### src/rtl/r2sdf_butterfly_pkg.sv
// Shared definitions for the R2SDF FFT stages: FSM states and the rounding constant.
package r2sdf_butterfly_pkg;

   typedef enum logic [1:0] {IDLE, FILL, BFLY, DRAIN} state_t;

   // Half an LSB of the Q1.(tw_width-1) product, added before the right shift.
   function automatic longint round_bias(input int tw_width);
      return longint'(1) << (tw_width - 2);
   endfunction

endpackage

### src/rtl/cmplx_mult_rs.sv
// Combinational complex multiply by a Q1.(TW_WIDTH-1) twiddle, with round-half-up and saturation.
module cmplx_mult_rs
   import r2sdf_butterfly_pkg::*;
#(
   parameter int WIDTH    = 16,
   parameter int TW_WIDTH = 16
) (
   input  logic signed [WIDTH-1:0]    a_re,
   input  logic signed [WIDTH-1:0]    a_im,
   input  logic signed [TW_WIDTH-1:0] w_re,
   input  logic signed [TW_WIDTH-1:0] w_im,
   output logic signed [WIDTH-1:0]    y_re,
   output logic signed [WIDTH-1:0]    y_im
);

   localparam int PW = WIDTH + TW_WIDTH + 1;
   localparam logic signed [PW-1:0] BIAS    = PW'(round_bias(TW_WIDTH));
   localparam logic signed [PW-1:0] SAT_MAX = PW'((longint'(1) << (WIDTH - 1)) - 1);
   localparam logic signed [PW-1:0] SAT_MIN = -SAT_MAX - PW'(1);

   logic signed [PW-1:0] ar, ai, wr, wi;
   logic signed [PW-1:0] acc_re, acc_im, rs_re, rs_im;

   function automatic logic signed [WIDTH-1:0] sat(input logic signed [PW-1:0] v);
      if (v > SAT_MAX) return SAT_MAX[WIDTH-1:0];
      if (v < SAT_MIN) return SAT_MIN[WIDTH-1:0];
      return v[WIDTH-1:0];
   endfunction

   // Sign-extend everything to the full product width so no partial product wraps.
   assign ar = PW'(a_re);
   assign ai = PW'(a_im);
   assign wr = PW'(w_re);
   assign wi = PW'(w_im);

   assign acc_re = ar * wr - ai * wi;
   assign acc_im = ar * wi + ai * wr;

   assign rs_re = (acc_re + BIAS) >>> (TW_WIDTH - 1);
   assign rs_im = (acc_im + BIAS) >>> (TW_WIDTH - 1);

   assign y_re = sat(rs_re);
   assign y_im = sat(rs_im);

endmodule

### src/rtl/r2sdf_butterfly.sv
// Radix-2 single-path delay-feedback butterfly; the D-deep delay line closing the loop lives one level up.
module r2sdf_butterfly
   import r2sdf_butterfly_pkg::*;
#(
   parameter int WIDTH     = 16,
   parameter int TW_WIDTH  = 16,
   parameter int STAGE_LOG = 3
) (
   input  logic                       clk,
   input  logic                       clr,
   input  logic                       in_valid,
   input  logic signed [WIDTH-1:0]    in_re,
   input  logic signed [WIDTH-1:0]    in_im,
   input  logic signed [WIDTH-1:0]    fb_re,
   input  logic signed [WIDTH-1:0]    fb_im,
   output logic signed [WIDTH-1:0]    dl_re,
   output logic signed [WIDTH-1:0]    dl_im,
   output logic [STAGE_LOG-1:0]       tw_addr,
   input  logic signed [TW_WIDTH-1:0] tw_re,
   input  logic signed [TW_WIDTH-1:0] tw_im,
   output logic                       out_valid,
   output logic signed [WIDTH-1:0]    out_re,
   output logic signed [WIDTH-1:0]    out_im,
   output logic                       out_last,
   output logic                       frame_err
);

   localparam int W1 = WIDTH + 1;
   localparam logic [STAGE_LOG-1:0] C_LAST = STAGE_LOG'((1 << STAGE_LOG) - 1);
   localparam logic [STAGE_LOG-1:0] C_ONE  = STAGE_LOG'(1);

   state_t               state_reg, state_next;
   logic [STAGE_LOG-1:0] c_reg, c_next;
   logic                 pend_reg, pend_next;

   logic                    res_valid, res_last, res_err, use_mult;
   logic signed [WIDTH-1:0] res_re, res_im, mul_re, mul_im;
   logic signed [WIDTH-1:0] half_sum_re, half_sum_im, half_dif_re, half_dif_im;
   logic signed [W1-1:0]    sum_re, sum_im, dif_re, dif_im;

   // One extra bit keeps a+b and a-b exact before halving.
   assign sum_re = W1'(fb_re) + W1'(in_re);
   assign sum_im = W1'(fb_im) + W1'(in_im);
   assign dif_re = W1'(fb_re) - W1'(in_re);
   assign dif_im = W1'(fb_im) - W1'(in_im);

   assign half_sum_re = WIDTH'(sum_re >>> 1);
   assign half_sum_im = WIDTH'(sum_im >>> 1);
   assign half_dif_re = WIDTH'(dif_re >>> 1);
   assign half_dif_im = WIDTH'(dif_im >>> 1);

   cmplx_mult_rs #(
      .WIDTH    (WIDTH),
      .TW_WIDTH (TW_WIDTH)
   ) u_mult (
      .a_re (fb_re),
      .a_im (fb_im),
      .w_re (tw_re),
      .w_im (tw_im),
      .y_re (mul_re),
      .y_im (mul_im)
   );

   always_comb begin
      state_next = state_reg;
      c_next     = c_reg;
      pend_next  = pend_reg;
      dl_re      = '0;
      dl_im      = '0;
      tw_addr    = '0;
      use_mult   = 1'b0;
      res_valid  = 1'b0;
      res_last   = 1'b0;
      res_err    = 1'b0;

      case (state_reg)
         IDLE: begin
            pend_next = 1'b0;
            if (in_valid) begin
               dl_re      = in_re;
               dl_im      = in_im;
               state_next = FILL;
               c_next     = C_ONE;
            end
         end
         FILL: begin
            tw_addr = c_reg;
            if (!in_valid) begin
               res_err    = 1'b1;
               state_next = IDLE;
               c_next     = '0;
               pend_next  = 1'b0;
            end else begin
               dl_re     = in_re;
               dl_im     = in_im;
               use_mult  = pend_reg;
               res_valid = pend_reg;
               res_last  = pend_reg && (c_reg == C_LAST);
               c_next    = c_reg + C_ONE;
               if (c_reg == C_LAST) begin
                  pend_next  = 1'b0;
                  state_next = BFLY;
               end
            end
         end
         BFLY: begin
            if (!in_valid) begin
               res_err    = 1'b1;
               state_next = IDLE;
               c_next     = '0;
               pend_next  = 1'b0;
            end else begin
               dl_re     = half_dif_re;
               dl_im     = half_dif_im;
               res_valid = 1'b1;
               c_next    = c_reg + C_ONE;
               if (c_reg == C_LAST) begin
                  pend_next  = 1'b1;
                  state_next = DRAIN;
               end
            end
         end
         DRAIN: begin
            tw_addr   = c_reg;
            use_mult  = 1'b1;
            res_valid = 1'b1;
            // A new frame may only start at index 0 so its FILL lines up with the pending differences.
            if (in_valid && c_reg == '0) begin
               dl_re      = in_re;
               dl_im      = in_im;
               state_next = FILL;
               c_next     = C_ONE;
            end else begin
               res_err = in_valid;
               c_next  = c_reg + C_ONE;
               if (c_reg == C_LAST) begin
                  res_last   = 1'b1;
                  pend_next  = 1'b0;
                  state_next = IDLE;
               end
            end
         end
         default: begin
            state_next = IDLE;
            c_next     = '0;
            pend_next  = 1'b0;
         end
      endcase

      res_re = use_mult ? mul_re : half_sum_re;
      res_im = use_mult ? mul_im : half_sum_im;
   end

   always_ff @(posedge clk or posedge clr) begin
      if (clr) begin
         state_reg <= IDLE;
         c_reg     <= '0;
         pend_reg  <= 1'b0;
         out_valid <= 1'b0;
         out_re    <= '0;
         out_im    <= '0;
         out_last  <= 1'b0;
         frame_err <= 1'b0;
      end else begin
         state_reg <= state_next;
         c_reg     <= c_next;
         pend_reg  <= pend_next;
         out_valid <= res_valid;
         out_re    <= res_valid ? res_re : '0;
         out_im    <= res_valid ? res_im : '0;
         out_last  <= res_last;
         frame_err <= res_err;
      end
   end

endmodule
### config.mk
export PLATFORM = sky130hd
export DESIGN_NAME = r2sdf_butterfly
export DESIGN_NICKNAME = d
export VERILOG_FILES = /design/src/rtl/r2sdf_butterfly_pkg.sv /design/src/rtl/cmplx_mult_rs.sv /design/src/rtl/r2sdf_butterfly.sv
export SDC_FILE = /design/constraint.sdc
export NUM_CORES = 2
export LEC_CHECK = 0
export ABC_AREA = 1
export CAP_MARGIN = 20
export CORE_UTILIZATION = 65
export CTS_CLUSTER_DIAMETER = 30
export DETAILED_ROUTE_END_ITERATION = 7
export DONT_BUFFER_PORTS = 1
export PLACE_DENSITY = 0.77
export REMOVE_ABC_BUFFERS = 1
export SLEW_MARGIN = 20
export SYNTH_ARGS = -nofsm -noshare
export SYNTH_HDL_FRONTEND = slang
export SYNTH_SLANG_ARGS = --single-unit
### constraint.sdc
create_clock -name clk -period 4.25 [get_ports clk]
set_input_delay 1.0625 -clock clk [delete_from_list [all_inputs] [get_ports clk]]
set_output_delay 1.0625 -clock clk [all_outputs]
set_load 0.02 [all_outputs]
Yosys cells after proc, flatten, opt, wreduce, memory -nomap -nowiden --
Index checks and enable logic that the tools add are counted.
Word-level totals: input bits 99, word-level logic and storage cells 99, register bits after elaboration 41
Operators by class: multiplexer cells 56, $add $sub $neg 9, $lt $le $gt $ge 4, eq/ne operators 9, multipliers 4, reduce and logical (&&, ||, !) cells 9
Operator list (number):
- 16-bit two-way mux | 18
- 16-bit by 16-bit multiplier with 32-bit output | 4
- 16-bit case mux with 3 select lines | 2
- 33-bit by 16-bit adder with 33-bit output (second input constant) | 2
- 18-bit by 16-bit > comparator with 1-bit output (second input constant) | 2
- 18-bit by 16-bit less-than comparator with 1-bit output (second input constant) | 2
- 16-bit by 16-bit adder with 17-bit output | 2
- 16-bit by 16-bit subtractor with 17-bit output | 2
- 33-bit adder | 1
- 33-bit subtractor | 1
- 1-bit two-way mux | 18
- 2-bit two-way mux | 7
- 3-bit two-way mux | 4
- 3-bit inequality test (second input constant) | 3
- 3-bit case mux with 3 select lines | 1
- 2-bit case mux with 4 select lines | 1
- 1-bit case mux with 2 select lines | 3
- 2-bit OR reduction | 3
- 2-bit == test (second input constant) | 2
- 2-bit inequality test (second input constant) | 2
- 1-bit case mux with 4 select lines | 1
- 4-bit AND reduction | 1
- 3-bit by 1-bit adder with 3-bit output (second input constant) | 1
- 3-bit == test (second input constant) | 1
- other kinds (6) | 7

Longest topological paths before layout --
depth in word-level cells 10, depth in mapped cells 45, mapped depth without buffers 44

Cells and area by module --
A second synthesis with hierarchy kept.
Unflattened totals: cells, all modules 6376, area, all modules 48651.7 um2
Modules (own cells, without submodules):
- cmplx_mult_rs | cells an instance 5253, instances 1, area an instance 42159.2 um2
- r2sdf_butterfly | cells an instance 1123, instances 1, area an instance 6492.5 um2

Least setup slack after synthesis --
OpenSTA, ideal clock, no wires.
path type input-to-reg, start point input fb_re[15], end point register out_re[10], arrival 8.045 ns, setup slack -3.916 ns, data required time 4.129 ns, path buffers 2, stages on the path 32, setup time 0.121 ns, cells stage by stage clkbuf_1 -> nand2_1 -> inv_1 -> fa_1 -> inv_1 -> fa_1 -> inv_1 -> fa_1 -> fa_1 -> fa_1 -> inv_1 -> fa_1 -> inv_1 -> ha_1 -> nand2_1 -> nor4_1 -> nand2_1 -> o211ai_1 -> a21oi_1 -> xor2_1 -> ha_1 -> ha_1 -> nand2_1 -> nor3_1 -> nand2_1 -> nor4_1 -> nand2_1 -> nand3_1 -> nand2_1 -> a21oi_4 -> buf_4 -> a21oi_1
On the way: longest elaborated chain between the ends 10, elaborated cells between the ends (all ways) 13
Ends and longest elaborated chain:
- from (decl) | line r2sdf_butterfly.sv:14 | input logic signed [WIDTH-1:0] fb_re,
- 16-bit by 16-bit multiplier with 32-bit output (*) | line cmplx_mult_rs.sv:36 | assign acc_re = ar * wr - ai * wi;
- 33-bit subtractor (*) | line cmplx_mult_rs.sv:36
- 33-bit by 16-bit adder with 33-bit output (*) | line cmplx_mult_rs.sv:39 | assign rs_re = (acc_re + BIAS) >>> (TW_WIDTH - 1);
- 18-bit by 16-bit less-than comparator with 1-bit output | line cmplx_mult_rs.sv:26 | if (v < SAT_MIN) return SAT_MIN[WIDTH-1:0];
- 1-bit two-way mux (2 in series) | line cmplx_mult_rs.sv:26
- 16-bit two-way mux | line cmplx_mult_rs.sv:27 | return v[WIDTH-1:0];
- 16-bit two-way mux (*) | line cmplx_mult_rs.sv:26
- 16-bit two-way mux (*) | line r2sdf_butterfly.sv:150 | res_re = use_mult ? mul_re : half_sum_re;
- 16-bit two-way mux (*) | line r2sdf_butterfly.sv:169 | out_re <= res_valid ? res_re : '0;
- to (signal assigned) | line r2sdf_butterfly.sv:169
- to (decl) | line r2sdf_butterfly.sv:22 | output logic signed [WIDTH-1:0] out_re,
Mark *: on every way between the ends. The rest lies on a longest branch, timed or not. The select of a mux whose other input is x is not followed. A chain may end at the register's enable or synchronous reset.

Final worst setup path --
start point input fb_im[15], end point register out_im[12]
On the way: longest elaborated chain between the ends 10, elaborated cells between the ends (all ways) 13
Ends and longest elaborated chain:
- from (decl) | line r2sdf_butterfly.sv:15 | input logic signed [WIDTH-1:0] fb_im,
- 16-bit by 16-bit multiplier with 32-bit output (*) | line cmplx_mult_rs.sv:37 | assign acc_im = ar * wi + ai * wr;
- 33-bit adder (*) | line cmplx_mult_rs.sv:37
- 33-bit by 16-bit adder with 33-bit output (*) | line cmplx_mult_rs.sv:40 | assign rs_im = (acc_im + BIAS) >>> (TW_WIDTH - 1);
- 18-bit by 16-bit less-than comparator with 1-bit output | line cmplx_mult_rs.sv:26
- 1-bit two-way mux (2 in series) | line cmplx_mult_rs.sv:26
- 16-bit two-way mux | line cmplx_mult_rs.sv:27
- 16-bit two-way mux (*) | line cmplx_mult_rs.sv:26
- 16-bit two-way mux (*) | line r2sdf_butterfly.sv:151 | res_im = use_mult ? mul_im : half_sum_im;
- 16-bit two-way mux (*) | line r2sdf_butterfly.sv:170 | out_im <= res_valid ? res_im : '0;
- to (signal assigned) | line r2sdf_butterfly.sv:170
- to (decl) | line r2sdf_butterfly.sv:23 | output logic signed [WIDTH-1:0] out_im,
Marked as above.

==> metrics.txt <==
commonest cells after routing, fill and taps aside inv_1 (1910), nand2_1 (1493), fa_1 (1034), buf_4 (740), ha_1 (440); Post-Route WL 152000 um; cell at the slowest stage of the critical path fa_1; status finished, violations left; share of cells above drive strength 1 18.2%; Port Buffers 0; Via-to-Cell Ratio 5.46; Die ar. 78400 um2; pin count of the biggest net entering global routing 42; Layout area overhead 18.9%; YS warnings 0; pre-CTS setup slack -4710 ps; CTS tree yes; reg-to-reg startpoint state_reg[1]; Post-DP HPWL 118000 um; Synth area leader fa_1; Mapped Area 50300 um2; GP Congestion 1.00; hold path start pend_reg; CTS Buffer Depth 2; fmax 0.124 GHz; Final #Nets 8931; CORE AREA 76200 um2; most common cell after layout, fill and taps aside inv_1; setup TNS -117260 ps; Sink Count 41; H-tree depth 2; setup ws final -3800 ps; Fin Hold WS 559 ps; Die Wd 280 um; hold crit path type flip-flop to flip-flop; worst-skew pair later-pin latency 300 ps; Synth top area share 41.9%; initial cell density of the core 66.0%; cts bufs inserted 5; GR Overflow Total 0; Worst setup EP type flip-flop; post-synth cell types 56; fillers 5511; IO Count 169; main flop type after synthesis dfrtp_1; CP dominant cell by count fa_1; first-pass GRT wire length 240000 um; row count 101; Setup violations, final 32; DRT iter0 DRCs 3900; Synth Area per Inst 7.49 um2; Tcrit/Tclk final 189%; Chip Height 280 um; worst clock skew 9.08 ps; DR WL/cell 18.3 um; DRC Markers 0; vias in the first global route 46000; final worst path period need 8050 ps; Crit path required time 4430 ps; Slew Viols, Final 0; Hold-fix buffers, CTS 0; CP Max Fanout 34; max_cap viols 0; Arrival @ worst endpoint 8230 ps; number of synthesized flops with an enable pin 0; CP peak stage delay 570 ps; Total GRT Usage 39.1%; Root Driver clkbuf_16; top cells by area, synth fa_1 (42%), inv_1 (15%), ha_1 (13%); ys async rst share 100%; post-synthesis sequential area ratio 2.04%; Post-Syn Instances 6711; Pre-Repair DR Iteration Count 8; Setup CP Type input pin to flip-flop; antenna violations before repair 1; CP startpoint fb_im[15]; unrepaired setup endpoints after global routing true; CTS clk-pin slew, worst paths 70 ps; vias post-DR 45300; Final ANT Viol Nets 0; startpoint types input pin; final hold violations 0; failing checks negative setup slack; Slew @ Worst Pin 1090 ps; Yosys reg bits 41; Worst slew margin 26.2%
-- Yosys cell counts (8+ instances only) --
| master | number |
|---|---|
| o21bai_1 | 27 |
| ha_1 | 518 |
| xor2_1 | 100 |
| o211ai_1 | 23 |
| nand2_1 | 1602 |
| nand4_1 | 19 |
| nand3_1 | 109 |
| o21ai_1 | 13 |
| a31oi_1 | 10 |
| clkbuf_1 | 216 |
| a21oi_1 | 317 |
| fa_1 | 1052 |
| dfrtp_1 | 41 |
| inv_1 | 1957 |
| o21a_1 | 9 |
| nor4_1 | 18 |
| buf_2 | 8 |
| xnor2_1 | 83 |
| o21ai_0 | 165 |
| or2_2 | 8 |
| nor2_1 | 261 |
| a21o_1 | 22 |
| a21boi_0 | 8 |
| nor3_1 | 34 |
| o31ai_1 | 8 |
-- final cells by class --
type	count	area, um2	share of cell area, %
diodes	2	5.00	0.00837
multi-input cells	4474	43800	73.3
flip-flops and latches	41	1030	1.72
clock buffers	6	139	0.232
clock inverters	2	37.5	0.0628
repair buffers	774	6050	10.1
well taps	1030	1290	2.16
inverters	1966	7410	12.4
-- final timing paths --
kind / end / slack, ps / cells past startpoint
max in group asynchronous: out_im[4] / 3050 / 2
min reg2reg: pend_reg / 560 / 1
min: pend_reg / 560 / 1
min in group asynchronous: out_re[15] / 780 / 2
max reg2reg: out_re[13] / 1640 / 13
max: out_im[12] / -3800 / 34
-- critical path: cells and delay by family --
kind | cells | cell delay, ps
xor+xnor | 1 | 160
buf+inv | 9 | 910
fa+ha+maj | 9 | 3950
simple gates | 6 | 640
compound gates | 9 | 1440
-- stage by stage --
step | utilization (%) | cells | instance area [um2]
3_5_place_dp | 73.7 | 8230 | 56200
4_1_cts | 76.3 | 8274 | 58100
2_1_floorplan | - | 6480 | 49400
5_1_grt | 78.4 | 8295 | 59800
3_3_place_gp | 73.7 | 8230 | 56200
6_report | 78.4 | 8295 | 59800
-- kinds of logic (layout without fill, tap and decap cells) --
kind of cell | count (synthesis) | count (layout) | share of synthesized area (%)
buffers and inverters | 2197 | 2748 | 16.5
and+or+nand+nor | 2077 | 2078 | 16.3
adders and majority gates | 1570 | 1570 | 54.8
AOI/OAI and AO/OA | 642 | 642 | 7.19
xor gates and xnor gates | 183 | 183 | 3.19
DFF | 41 | 41 | 2.04
muxes | 1 | 1 | 0.0224
other | 0 | 2 | 0
-- metal layers --
| layer | track usage, % | routed length (um) | vias up |
|---|---|---|---|
| met5 | 0 | 0 | - |
| met4 | 14.6 | 6230 | 0 |
| met3 | 6.79 | 16900 | 292 |
| met2 | 59.0 | 67400 | 2345 |
| met1 | 56.5 | 61500 | 22100 |
| li1 | - | - | 20600 |
-- timing repair --
item                       CTS  global route
buffers inserted            33            23
pin swaps                  121           216
resized for setup          305           355
cloned                       3             0
setup endpoints to repair   34            37
Power is not shown: default switching activity piles up to over one toggle a cycle in this logic, so the estimate is an artifact.
